**src/rtl/id_pkg.sv**
```systemverilog
// Shared definitions for the MIPS decode stage.
//   - opcode / funct encodings of the decoded instruction subset
//   - ALU control codes driven onto IDEX_ALUctr
//   - idex_ctrl_t: control half of the ID/EX pipeline register
//     (the XLEN-wide data fields live in the top, since packages cannot be parameterised)
package id_pkg;

  localparam logic [5:0] OpRtype = 6'h00;
  localparam logic [5:0] OpJ     = 6'h02;
  localparam logic [5:0] OpBeq   = 6'h04;
  localparam logic [5:0] OpAddi  = 6'h08;
  localparam logic [5:0] OpOri   = 6'h0d;
  localparam logic [5:0] OpLw    = 6'h23;
  localparam logic [5:0] OpSw    = 6'h2b;

  localparam logic [5:0] FnAdd = 6'h20;
  localparam logic [5:0] FnSub = 6'h22;
  localparam logic [5:0] FnAnd = 6'h24;
  localparam logic [5:0] FnOr  = 6'h25;
  localparam logic [5:0] FnSlt = 6'h2a;

  localparam logic [2:0] AluAdd = 3'b000;
  localparam logic [2:0] AluSub = 3'b001;
  localparam logic [2:0] AluAnd = 3'b010;
  localparam logic [2:0] AluOr  = 3'b011;
  localparam logic [2:0] AluSlt = 3'b100;

  typedef struct packed {
    logic [2:0]  alu_ctr;
    logic        alu_src;
    logic        mem_wr;
    logic        mem_to_reg;
    logic        reg_wr;
    logic        branch;
    logic        jump;
    logic [4:0]  rw;
    logic [25:0] target;
  } idex_ctrl_t;

endpackage

```
**src/rtl/id_regfile.sv**
```systemverilog
// Register file for the decode stage: two read ports, one write port.
//   clk_i, rst_ni        : clock, synchronous active-low clear of every register
//   we_i/waddr_i/wdata_i : write port, lands on the rising edge
//   raddr_*_i/rdata_*_o  : combinational read ports
// Register 0 reads as zero and ignores writes. A read of the address being written in the
// same cycle returns the write data (write-through).
module id_regfile #(
  parameter int unsigned XLEN = 32,
  parameter int unsigned NREG = 32,
  localparam int unsigned AW  = $clog2(NREG)
) (
  input  logic            clk_i,
  input  logic            rst_ni,
  input  logic            we_i,
  input  logic [AW-1:0]   waddr_i,
  input  logic [XLEN-1:0] wdata_i,
  input  logic [AW-1:0]   raddr_a_i,
  output logic [XLEN-1:0] rdata_a_o,
  input  logic [AW-1:0]   raddr_b_i,
  output logic [XLEN-1:0] rdata_b_o
);

  logic [XLEN-1:0] regs_q [NREG];

  always_ff @(posedge clk_i) begin
    if (!rst_ni) begin
      regs_q <= '{default: '0};
    end else if (we_i && (waddr_i != '0)) begin
      regs_q[waddr_i] <= wdata_i;
    end
  end

  always_comb begin
    rdata_a_o = regs_q[raddr_a_i];
    if (raddr_a_i == '0) begin
      rdata_a_o = '0;
    end else if (we_i && (waddr_i == raddr_a_i)) begin
      rdata_a_o = wdata_i;
    end
  end

  always_comb begin
    rdata_b_o = regs_q[raddr_b_i];
    if (raddr_b_i == '0) begin
      rdata_b_o = '0;
    end else if (we_i && (waddr_i == raddr_b_i)) begin
      rdata_b_o = wdata_i;
    end
  end

endmodule

```
**src/rtl/id_decode_pipe.sv**
```systemverilog
// Pipelined MIPS decode stage: decode, register read with write-through, RAW hazard
// detection (stall / MEM forward) and the ID/EX pipeline register.
//   CLK, Reset (sync, active-low)
//   IF_Valid/IF_Inst/IF_Ready : instruction handshake from IF/ID
//   WB_Reg_Wr/WB_Rw/BusW      : writeback port into the register file
//   MEM_*                     : destination info of the instruction in MEM
//   EX_Ready, Flush           : downstream back-pressure, taken-branch discard
//   IDEX_*                    : registered ID/EX bundle
// Build option: define ID_FWD_EN to forward MEM_Result into the source operands when MEM
// holds a non-load writer; otherwise such a dependence stalls until writeback.
module id_decode_pipe
  import id_pkg::*;
#(
  parameter int unsigned XLEN = 32,
  parameter int unsigned NREG = 32
) (
  input  logic            CLK,
  input  logic            Reset,
  input  logic            IF_Valid,
  input  logic [31:0]     IF_Inst,
  output logic            IF_Ready,
  input  logic            WB_Reg_Wr,
  input  logic [4:0]      WB_Rw,
  input  logic [XLEN-1:0] BusW,
  input  logic            MEM_RegWr,
  input  logic            MEM_MemtoReg,
  input  logic [4:0]      MEM_Rw,
  input  logic [XLEN-1:0] MEM_Result,
  input  logic            EX_Ready,
  input  logic            Flush,
  output logic            IDEX_Valid,
  output logic [XLEN-1:0] IDEX_BusA,
  output logic [XLEN-1:0] IDEX_BusB,
  output logic [XLEN-1:0] IDEX_Imm,
  output logic [2:0]      IDEX_ALUctr,
  output logic            IDEX_ALUSrc,
  output logic            IDEX_MemWr,
  output logic            IDEX_MemtoReg,
  output logic            IDEX_RegWr,
  output logic            IDEX_Branch,
  output logic            IDEX_Jump,
  output logic [4:0]      IDEX_Rw,
  output logic [25:0]     IDEX_Target
);

  localparam int unsigned AW = $clog2(NREG);

  logic [5:0]  opcode, funct;
  logic [4:0]  rs, rt, rd;
  logic [15:0] imm16;

  assign opcode = IF_Inst[31:26];
  assign rs     = IF_Inst[25:21];
  assign rt     = IF_Inst[20:16];
  assign rd     = IF_Inst[15:11];
  assign imm16  = IF_Inst[15:0];
  assign funct  = IF_Inst[5:0];

  idex_ctrl_t      dec_ctrl;
  logic            sign_ext, use_rs, use_rt;
  logic [XLEN-1:0] dec_imm;

  // Unrecognised encodings fall through with every write/branch control at 0 (NOP).
  always_comb begin
    dec_ctrl        = '0;
    dec_ctrl.target = IF_Inst[25:0];
    dec_ctrl.rw     = (opcode == OpRtype) ? rd : rt;
    sign_ext        = 1'b1;
    use_rs          = 1'b1;
    use_rt          = 1'b0;
    case (opcode)
      OpRtype: begin
        use_rt = 1'b1;
        case (funct)
          FnAdd:   begin dec_ctrl.reg_wr = 1'b1; dec_ctrl.alu_ctr = AluAdd; end
          FnSub:   begin dec_ctrl.reg_wr = 1'b1; dec_ctrl.alu_ctr = AluSub; end
          FnAnd:   begin dec_ctrl.reg_wr = 1'b1; dec_ctrl.alu_ctr = AluAnd; end
          FnOr:    begin dec_ctrl.reg_wr = 1'b1; dec_ctrl.alu_ctr = AluOr;  end
          FnSlt:   begin dec_ctrl.reg_wr = 1'b1; dec_ctrl.alu_ctr = AluSlt; end
          default: ;
        endcase
      end
      OpAddi: begin
        dec_ctrl.reg_wr  = 1'b1;
        dec_ctrl.alu_src = 1'b1;
      end
      OpOri: begin
        dec_ctrl.reg_wr  = 1'b1;
        dec_ctrl.alu_src = 1'b1;
        dec_ctrl.alu_ctr = AluOr;
        sign_ext         = 1'b0;
      end
      OpLw: begin
        dec_ctrl.reg_wr     = 1'b1;
        dec_ctrl.mem_to_reg = 1'b1;
        dec_ctrl.alu_src    = 1'b1;
      end
      OpSw: begin
        dec_ctrl.mem_wr  = 1'b1;
        dec_ctrl.alu_src = 1'b1;
        use_rt           = 1'b1;
      end
      OpBeq: begin
        dec_ctrl.branch  = 1'b1;
        dec_ctrl.alu_ctr = AluSub;
        use_rt           = 1'b1;
      end
      OpJ: begin
        dec_ctrl.jump = 1'b1;
        use_rs        = 1'b0;
      end
      default: ;
    endcase
    dec_imm = sign_ext ? XLEN'($signed(imm16)) : XLEN'(imm16);
  end

  // ID/EX pipeline register.
  logic            valid_q;
  idex_ctrl_t      ctrl_q;
  logic [XLEN-1:0] bus_a_q, bus_b_q, imm_q;

  logic [AW-1:0]   rs_idx, rt_idx, ex_idx, mem_idx;
  logic [XLEN-1:0] rf_a, rf_b, src_a, src_b;

  assign rs_idx  = rs[AW-1:0];
  assign rt_idx  = rt[AW-1:0];
  assign ex_idx  = ctrl_q.rw[AW-1:0];
  assign mem_idx = MEM_Rw[AW-1:0];

  id_regfile #(
    .XLEN(XLEN),
    .NREG(NREG)
  ) u_regfile (
    .clk_i    (CLK),
    .rst_ni   (Reset),
    .we_i     (WB_Reg_Wr),
    .waddr_i  (WB_Rw[AW-1:0]),
    .wdata_i  (BusW),
    .raddr_a_i(rs_idx),
    .rdata_a_o(rf_a),
    .raddr_b_i(rt_idx),
    .rdata_b_o(rf_b)
  );

  logic chk_a, chk_b, ex_hit_a, ex_hit_b, mem_hit_a, mem_hit_b;
  logic stall_a, stall_b, hazard, advance;

  always_comb begin
    chk_a     = use_rs && (rs_idx != '0);
    chk_b     = use_rt && (rt_idx != '0);
    ex_hit_a  = chk_a && valid_q && ctrl_q.reg_wr && (ex_idx == rs_idx);
    ex_hit_b  = chk_b && valid_q && ctrl_q.reg_wr && (ex_idx == rt_idx);
    mem_hit_a = chk_a && MEM_RegWr && (mem_idx == rs_idx);
    mem_hit_b = chk_b && MEM_RegWr && (mem_idx == rt_idx);
`ifdef ID_FWD_EN
    // Only a load in MEM has no value yet; ALU results are taken straight from MEM.
    stall_a = ex_hit_a || (mem_hit_a && MEM_MemtoReg);
    stall_b = ex_hit_b || (mem_hit_b && MEM_MemtoReg);
    src_a   = (mem_hit_a && !MEM_MemtoReg) ? MEM_Result : rf_a;
    src_b   = (mem_hit_b && !MEM_MemtoReg) ? MEM_Result : rf_b;
`else
    stall_a = ex_hit_a || mem_hit_a;
    stall_b = ex_hit_b || mem_hit_b;
    src_a   = rf_a;
    src_b   = rf_b;
`endif
    hazard  = stall_a || stall_b;
    advance = !valid_q || EX_Ready;
  end

`ifndef ID_FWD_EN
  logic unused_mem_result;
  assign unused_mem_result = ^MEM_Result;
`endif

  assign IF_Ready = Reset && advance && !(IF_Valid && hazard && !Flush);

  always_ff @(posedge CLK) begin
    if (!Reset) begin
      valid_q <= 1'b0;
      ctrl_q  <= '0;
      bus_a_q <= '0;
      bus_b_q <= '0;
      imm_q   <= '0;
    end else if (Flush) begin
      valid_q <= 1'b0;
      ctrl_q  <= '0;
    end else if (advance) begin
      if (hazard) begin
        valid_q <= 1'b0;
        ctrl_q  <= '0;
      end else begin
        valid_q <= IF_Valid;
        ctrl_q  <= dec_ctrl;
        bus_a_q <= src_a;
        bus_b_q <= src_b;
        imm_q   <= dec_imm;
      end
    end
  end

  assign IDEX_Valid    = valid_q;
  assign IDEX_BusA     = bus_a_q;
  assign IDEX_BusB     = bus_b_q;
  assign IDEX_Imm      = imm_q;
  assign IDEX_ALUctr   = ctrl_q.alu_ctr;
  assign IDEX_ALUSrc   = ctrl_q.alu_src;
  assign IDEX_MemWr    = ctrl_q.mem_wr;
  assign IDEX_MemtoReg = ctrl_q.mem_to_reg;
  assign IDEX_RegWr    = ctrl_q.reg_wr;
  assign IDEX_Branch   = ctrl_q.branch;
  assign IDEX_Jump     = ctrl_q.jump;
  assign IDEX_Rw       = ctrl_q.rw;
  assign IDEX_Target   = ctrl_q.target;

endmodule

```
**config.mk**
```make
export PLATFORM = sky130hd
export DESIGN_NAME = id_decode_pipe
export DESIGN_NICKNAME = d
export VERILOG_FILES = /design/src/rtl/id_pkg.sv /design/src/rtl/id_regfile.sv /design/src/rtl/id_decode_pipe.sv
export SDC_FILE = /design/constraint.sdc
export NUM_CORES = 2
export LEC_CHECK = 0
export ABC_CLOCK_PERIOD_IN_PS = 2850
export CORE_AREA = 2 2 347 349
export CTS_BUF_LIST = sky130_fd_sc_hd__clkbuf_2 sky130_fd_sc_hd__clkbuf_4 sky130_fd_sc_hd__clkbuf_8
export CTS_CLUSTER_DIAMETER = 100
export DETAILED_ROUTE_END_ITERATION = 8
export DIE_AREA = 0 0 349 351
export PLACE_DENSITY = 0.67
export SLEW_MARGIN = 20
export SYNTH_ARGS = -nofsm -noshare
export SYNTH_HDL_FRONTEND = slang
export SYNTH_SLANG_ARGS = --single-unit
```
**constraint.sdc**
```tcl
create_clock -name CLK -period 2.85 [get_ports CLK]
set_input_delay 0.57 -clock CLK [delete_from_list [all_inputs] [get_ports CLK]]
set_output_delay 0.57 -clock CLK [all_outputs]
set_load 0.005 [all_outputs]
```
# Yosys cells after proc, flatten, opt, wreduce, memory -nomap -nowiden
# Index checks and enable logic that the tools add are counted.
dict set report word_totals {
  register_bits 1161
  in_bits 114
  out_inout_bits 138
  word_cells 139
}
dict set report classes {
  n_lt_le_gt_ge 4
  eq_ne 17
  n_mux 28
  bitwise_logic 6
  reduce_logical 39
}
# op n
set op_table {}
lappend op_table {{$bwmux W1024} 1}
lappend op_table {{$bmux W32 S5} 2}
lappend op_table {{$mux W32} 10}
lappend op_table {{$demux W32 S5} 1}
lappend op_table {{$eq A6 B6 Y1 const B} 7}
lappend op_table {{$mux W40} 1}
lappend op_table {{$eq A5 B5 Y1} 6}
lappend op_table {{$logic_and A1 B1 Y1} 20}
lappend op_table {{$ge A6 B6 Y1 const B} 3}
lappend op_table {{$not A5 Y6} 3}
lappend op_table {{$reduce_bool A5 Y1} 3}
lappend op_table {{$eq A6 B4 Y1 const B} 2}
lappend op_table {{$pmux W3 S4} 1}
lappend op_table {{$logic_not A5 Y1} 2}
lappend op_table {{$mux W1} 9}
lappend op_table {{$pmux W3 S3} 1}
lappend op_table {{$eq A6 B2 Y1 const B} 1}
lappend op_table {{$eq A6 B3 Y1 const B} 1}
lappend op_table {{$logic_not A6 Y1} 1}
lappend op_table {{$lt A6 B1 Y1 const B} 1}
lappend op_table {{$reduce_or A3 Y1} 2}
lappend op_table {{$mux W5} 1}
lappend op_table {{$reduce_or A5 Y1} 1}
lappend op_table {{$logic_or A1 B1 Y1} 4}
lappend op_table {{other kinds (6)} 10}

# Depth between registers and ports, before layout
dict set report logic_depth {
  word_depth 13
  ltp_mapped 11
  ltp_nobuf 6
}

# Hierarchy
# A second synthesis with hierarchy kept.
dict set report unflattened {
  hier_cells 6693
  area_unflattened_um2 60181.5
}
# module n_inst cells_each area_per_inst_um2 seq_area_each_um2
set modules_own_cells {}
lappend modules_own_cells {id_regfile 1 6105 55191.7 20499.7}
lappend modules_own_cells {id_decode_pipe 1 588 4989.8 2442.3}

# Worst setup path after synthesis
# No wires, ideal clock.
dict set report synth_path {
  path_type {input port to flip-flop}
  start {input port IF_Inst[16]}
  end {register bus_b_q[10], in the netlist IDEX_BusB[10]}
  setup_time_ns 0.117
  arrival_time_ns 2.481
  t_required_ns 2.733
  slack_ns 0.252
  cell_stages 8
  n_path_buf 4
  path_cell_list {buf_2 buf_4 buf_2 buf_2 mux4_2 a22oi_1 nand3_1 a32o_1}
}
dict set report synth_between {
  elab_chain_cells 9
  elab_cells_between_ends 22
  cone_classes {eq/ne: 3; mux: 5; bitwise: 2; reduce/logical: 12}
}
# element line_no
set synth_rtl {}
lappend synth_rtl {{start, declared} id_decode_pipe.sv:20} ;# input logic [31:0] IF_Inst,
lappend synth_rtl {{parallel branches: the longest is 9 deep, another holds $bmux W32 S5} -}
lappend synth_rtl {{end signal, assigned} id_decode_pipe.sv:196} ;# bus_b_q <= src_b;
lappend synth_rtl {{end, declared} id_decode_pipe.sv:120} ;# logic [XLEN-1:0] bus_a_q, bus_b_q, imm_q;
# Several ways; the timed one is not identified. The select of a mux whose other input is x is not followed.
# A chain may end at the register's enable or synchronous reset.

# Final worst setup path
dict set report layout_path {
  start {register ctrl_q, in the netlist IDEX_Rw[2]}
  end {output port IF_Ready}
}
dict set report layout_between {
  elab_chain_cells 8
  elab_cells_between_ends 11
  cone_classes {eq/ne: 2; reduce/logical: 9}
}
# element line_no
set layout_rtl {}
lappend layout_rtl {{start, declared} id_decode_pipe.sv:119} ;# idex_ctrl_t ctrl_q;
lappend layout_rtl {{start signal, assigned} id_decode_pipe.sv:194} ;# ctrl_q <= dec_ctrl;
lappend layout_rtl {{$eq A5 B5 Y1, on equally long branches} {id_decode_pipe.sv:151, id_decode_pipe.sv:152}}
lappend layout_rtl {{$logic_and A1 B1 Y1, on equally long branches} {id_decode_pipe.sv:151, id_decode_pipe.sv:152}}
lappend layout_rtl {{$logic_or A1 B1 Y1, on equally long branches} {id_decode_pipe.sv:162, id_decode_pipe.sv:163}}
lappend layout_rtl {{$logic_or A1 B1 Y1 *} id_decode_pipe.sv:167} ;# hazard = stall_a || stall_b;
lappend layout_rtl {{$logic_and A1 B1 Y1 * (2 in a row)} id_decode_pipe.sv:176} ;# assign IF_Ready = Reset && advance && !(IF_Valid && hazard && !Flush);
lappend layout_rtl {{$logic_not A1 Y1 *} id_decode_pipe.sv:176}
lappend layout_rtl {{$logic_and A1 B1 Y1 *} id_decode_pipe.sv:176}
lappend layout_rtl {{end, declared} id_decode_pipe.sv:21} ;# output logic IF_Ready,
# Every way passes the cells marked *; elsewhere a longest branch is shown, timed or not.

==> results.toml <==
[placed_design]
placedCellCount = 7834
dp_slack_ps = -535.5
gp_congestion = 0.9363
dp.final_hpwl_um = 133800
port_buffers = 218

[detailed_routing]
drtIter0Drc = 6949
drt-wirelength-per-cell_um = 27.22
drcViolationCount = 0
ant_nets = 0
vias = 52030
viasPerCell = 6.361
first_pass_iters = 6
wl_um = 222700

[timing]
finalCritPeriodShare_pct = 104.5
fin_ws_ps = -126.9
finalSetupTns_ps = -126.9
setup_viol = 1
fin_skew_ps = 34.67
min_period_ps = 2977
drv_slew = 0
rsz0062_at_grt = "true"
whs_ps = 101.6
tightest_slew_ps = 931.3
max_freq_mhz = 335.9
max_slew_margin_pct = 37.92
hold_viol_final = 0

[grt]
grtUsageTotal_pct = 35.47
antenna_found_initial = 7
gr-total-overflow = 0
grt_pass1_vias = 49600
grt_pass1_wl_um = 324600
grt_max_degree = 213

[clock_tree]
numCtsBuffers = 190
clockRootBuffer = "clkbuf_8"
cts_tree = "done"
clock_sinks = 1146
cts_buffer_depth = 3
htreeDepth = 4
clk_pin_slew_ps = 60
insertion_delay_ps = 920

[die]
rows = 127
die-width_um = 349
start_util_pct = 49.43
core-area_sq_um = 119000
chipHeight_um = 351
die-area_sq_um = 122500
ioPinCount = 252

[yosys]
ys_types = 60
syn-num-nets = 6510
synthMuxAreaShare_pct = 20.69
synth_top_family_by_area = "multiplexers"
yosys.area_share.simple_pct = 16.40
synth.largest_area_cell = "dfxtp_1"
synth_area_per_cell_sq_um = 9.199
yosysMostFrequentCell = "nand2_1"
synth_area_sq_um = 58840
synth_common_cells = "nand2_1 (2115), dfxtp_1 (1146), a21boi_0 (993)"
yosys_register_bits = 1146
synth-edff-count = 0
ys_warn_count = 0
synth_fa_ha_area_share_pct = 0
yosysSeqAreaShare_pct = 38.99
synth-xor-area-share_pct = 0.4764
ys_top_cells_by_area = "dfxtp_1 (39%), mux4_2 (18%), nand2_1 (13%)"
synth_top_area_share_pct = 38.99
synth_compound_area_share_pct = 18.36
synth-main-ff-cell = "dfxtp_1"
syn_inst = 6396
synthArstFlopShare_pct = 0

[pwr]
p_leak_nw = 22.88
comb_power_share_pct = 10.4
max-vdd-ir-drop_uv = 410.3
switching_share_pct = 26.39
clockPowerShare_pct = 43.6
p_seq_share_pct = 46.1
power.switching_mw = 9.381
internal-power_mw = 26.17
power_density_nw_per_um2 = 515.4

[worst_setup_path]
slowest_delay_ps = 370
crit_required_ps = 2280
startpoint_type = "flop"
crit_arrival_ps = 2410
cp_num_cells = 6
worst_path_max_delay_cell = "dfxtp_4"
crit_chain = "xor2_2, nor4_2, a32o_2, a22oi_4, o311a_1, buf_2"
ff2ff_path_depth = 9
cp_top_family = "compound AO/OA/AOI/OAI gates"
end_kind = "output port"
worst-path-buf-inv = 1
critPathKind = "reg2out"
crit_fanout = 4

[finish]
area_delta_synth_final_pct = 17.22
drive_gt1_share_pct = 19.76
final_cells = 8180
finish.net_count = 6600
fin_util_pct = 57.95

[job]
cap_violations = 0

[min_path]
holdPathStages = 3
hold_path.class = "in2reg"

[status]
outcome = "finished, violations left"
violations = "negative setup slack"
[cells by family (layout without fill, tap and decap cells)]
logic type / count (synthesis) / after routing
AND/OR/NAND/NOR: 2437 / 2437
AO/OA/AOI/OAI: 1445 / 1445
flip-flops: 1146 / 1146
buffers and inverters: 711 / 941
multiplexers: 625 / 625
XOR/XNOR: 32 / 32
other: 0 / 6
[final cells by class]
cell class | count | area (sq um)
clock inverter | 28 | 209.0
antenna | 6 | 15.01
sequential | 1146 | 22960
timing repair buffer | 602 | 6758
inverter | 7 | 26.28
tap | 1548 | 1937
fill | 10110 | 50050
clock buffer | 304 | 3784
multi-input combinational | 4539 | 33280
[placed cells by master, fill, tap and decap left out, types with 76 or more instances in the layout]
master           instances
buf_12                 134
a22oi_1                165
clkdlybuf4s50_1        208
nor2_1                  76
nand3_1                 93
mux4_2                 469
a21boi_0               993
clkbuf_8               241
nand2_1               2114
buf_4                  249
dfxtp_1               1141
mux2i_1                115
[path summary, 6_finish.rpt]
| kind | start | endpoint | slack [ps] |
|---|---|---|---|
| setup / recovery | IDEX_Rw[2] | IF_Ready | -130 |
| hold / removal | IF_Inst[24] | IDEX_Target[24] | 100 |
| setup reg to reg | IDEX_Rw[4] | IDEX_BusB[7] | 350 |
| hold reg to reg | IDEX_Target[0] | IDEX_Target[0] | 450 |
[per-stage QoR]
step	area (sq um)	power, mW
2_1_floorplan	58840	18.62
3_3_place_gp	64850	20.26
3_5_place_dp	64850	20.29
4_1_cts	68920	35.49
5_1_grt	68950	36.43
6_report	68970	35.55
[per-layer routing]
| metal | wire length, um | part of all wire, % | up-vias | GRT usage (%) |
|---|---|---|---|---|
| met4 | 13810 | 6.2 | 8 | 20.11 |
| met3 | 26660 | 12 | 766 | 8.857 |
| li1 | - | - | 22540 | - |
| met2 | 97240 | 44 | 3414 | 54.22 |
| met5 | 49 | 0.022 | - | 0 |
| met1 | 84910 | 38 | 25300 | 45.91 |
[state kept, by name, summed over array words and instances, names as in the netlist, 3 cells and up]
register / flops
IDEX_Imm: 17
u_regfile.regs_q: 1024
IDEX_BusB: 32
IDEX_Rw: 5
IDEX_ALUctr: 3
IDEX_Target: 26
IDEX_BusA: 32
[power by group through the flow]
stage / logic (mW) / registers [mW] / clock network [mW]
final: 3.68 / 16.4 / 15.5
after global routing: 3.79 / 16.4 / 16.3
after CTS: 3.58 / 16.4 / 15.5
after detailed placement: 3.56 / 16.7 / 0
after global placement: 3.54 / 16.7 / 0
after floorplan: 1.96 / 16.7 / 0
[worst register-to-register path, stage by stage, from the launching register on]
cell	delay, ps
dfxtp_4	350
buf_4	140
xor2_1	140
nor2_1	50
a32o_2	240
a22oi_4	140
buf_4	450
nor4b_4	460
buf_12	240
a32o_1	230
[repair_timing]
action	in CTS	in global routing
resized for setup	14	5
hold endpoints to repair	2	0
buffers inserted	5	1
pin swaps	8	3
hold buffers	2	0
setup endpoints to repair	1	1
Power figures use the tool's default switching activity.
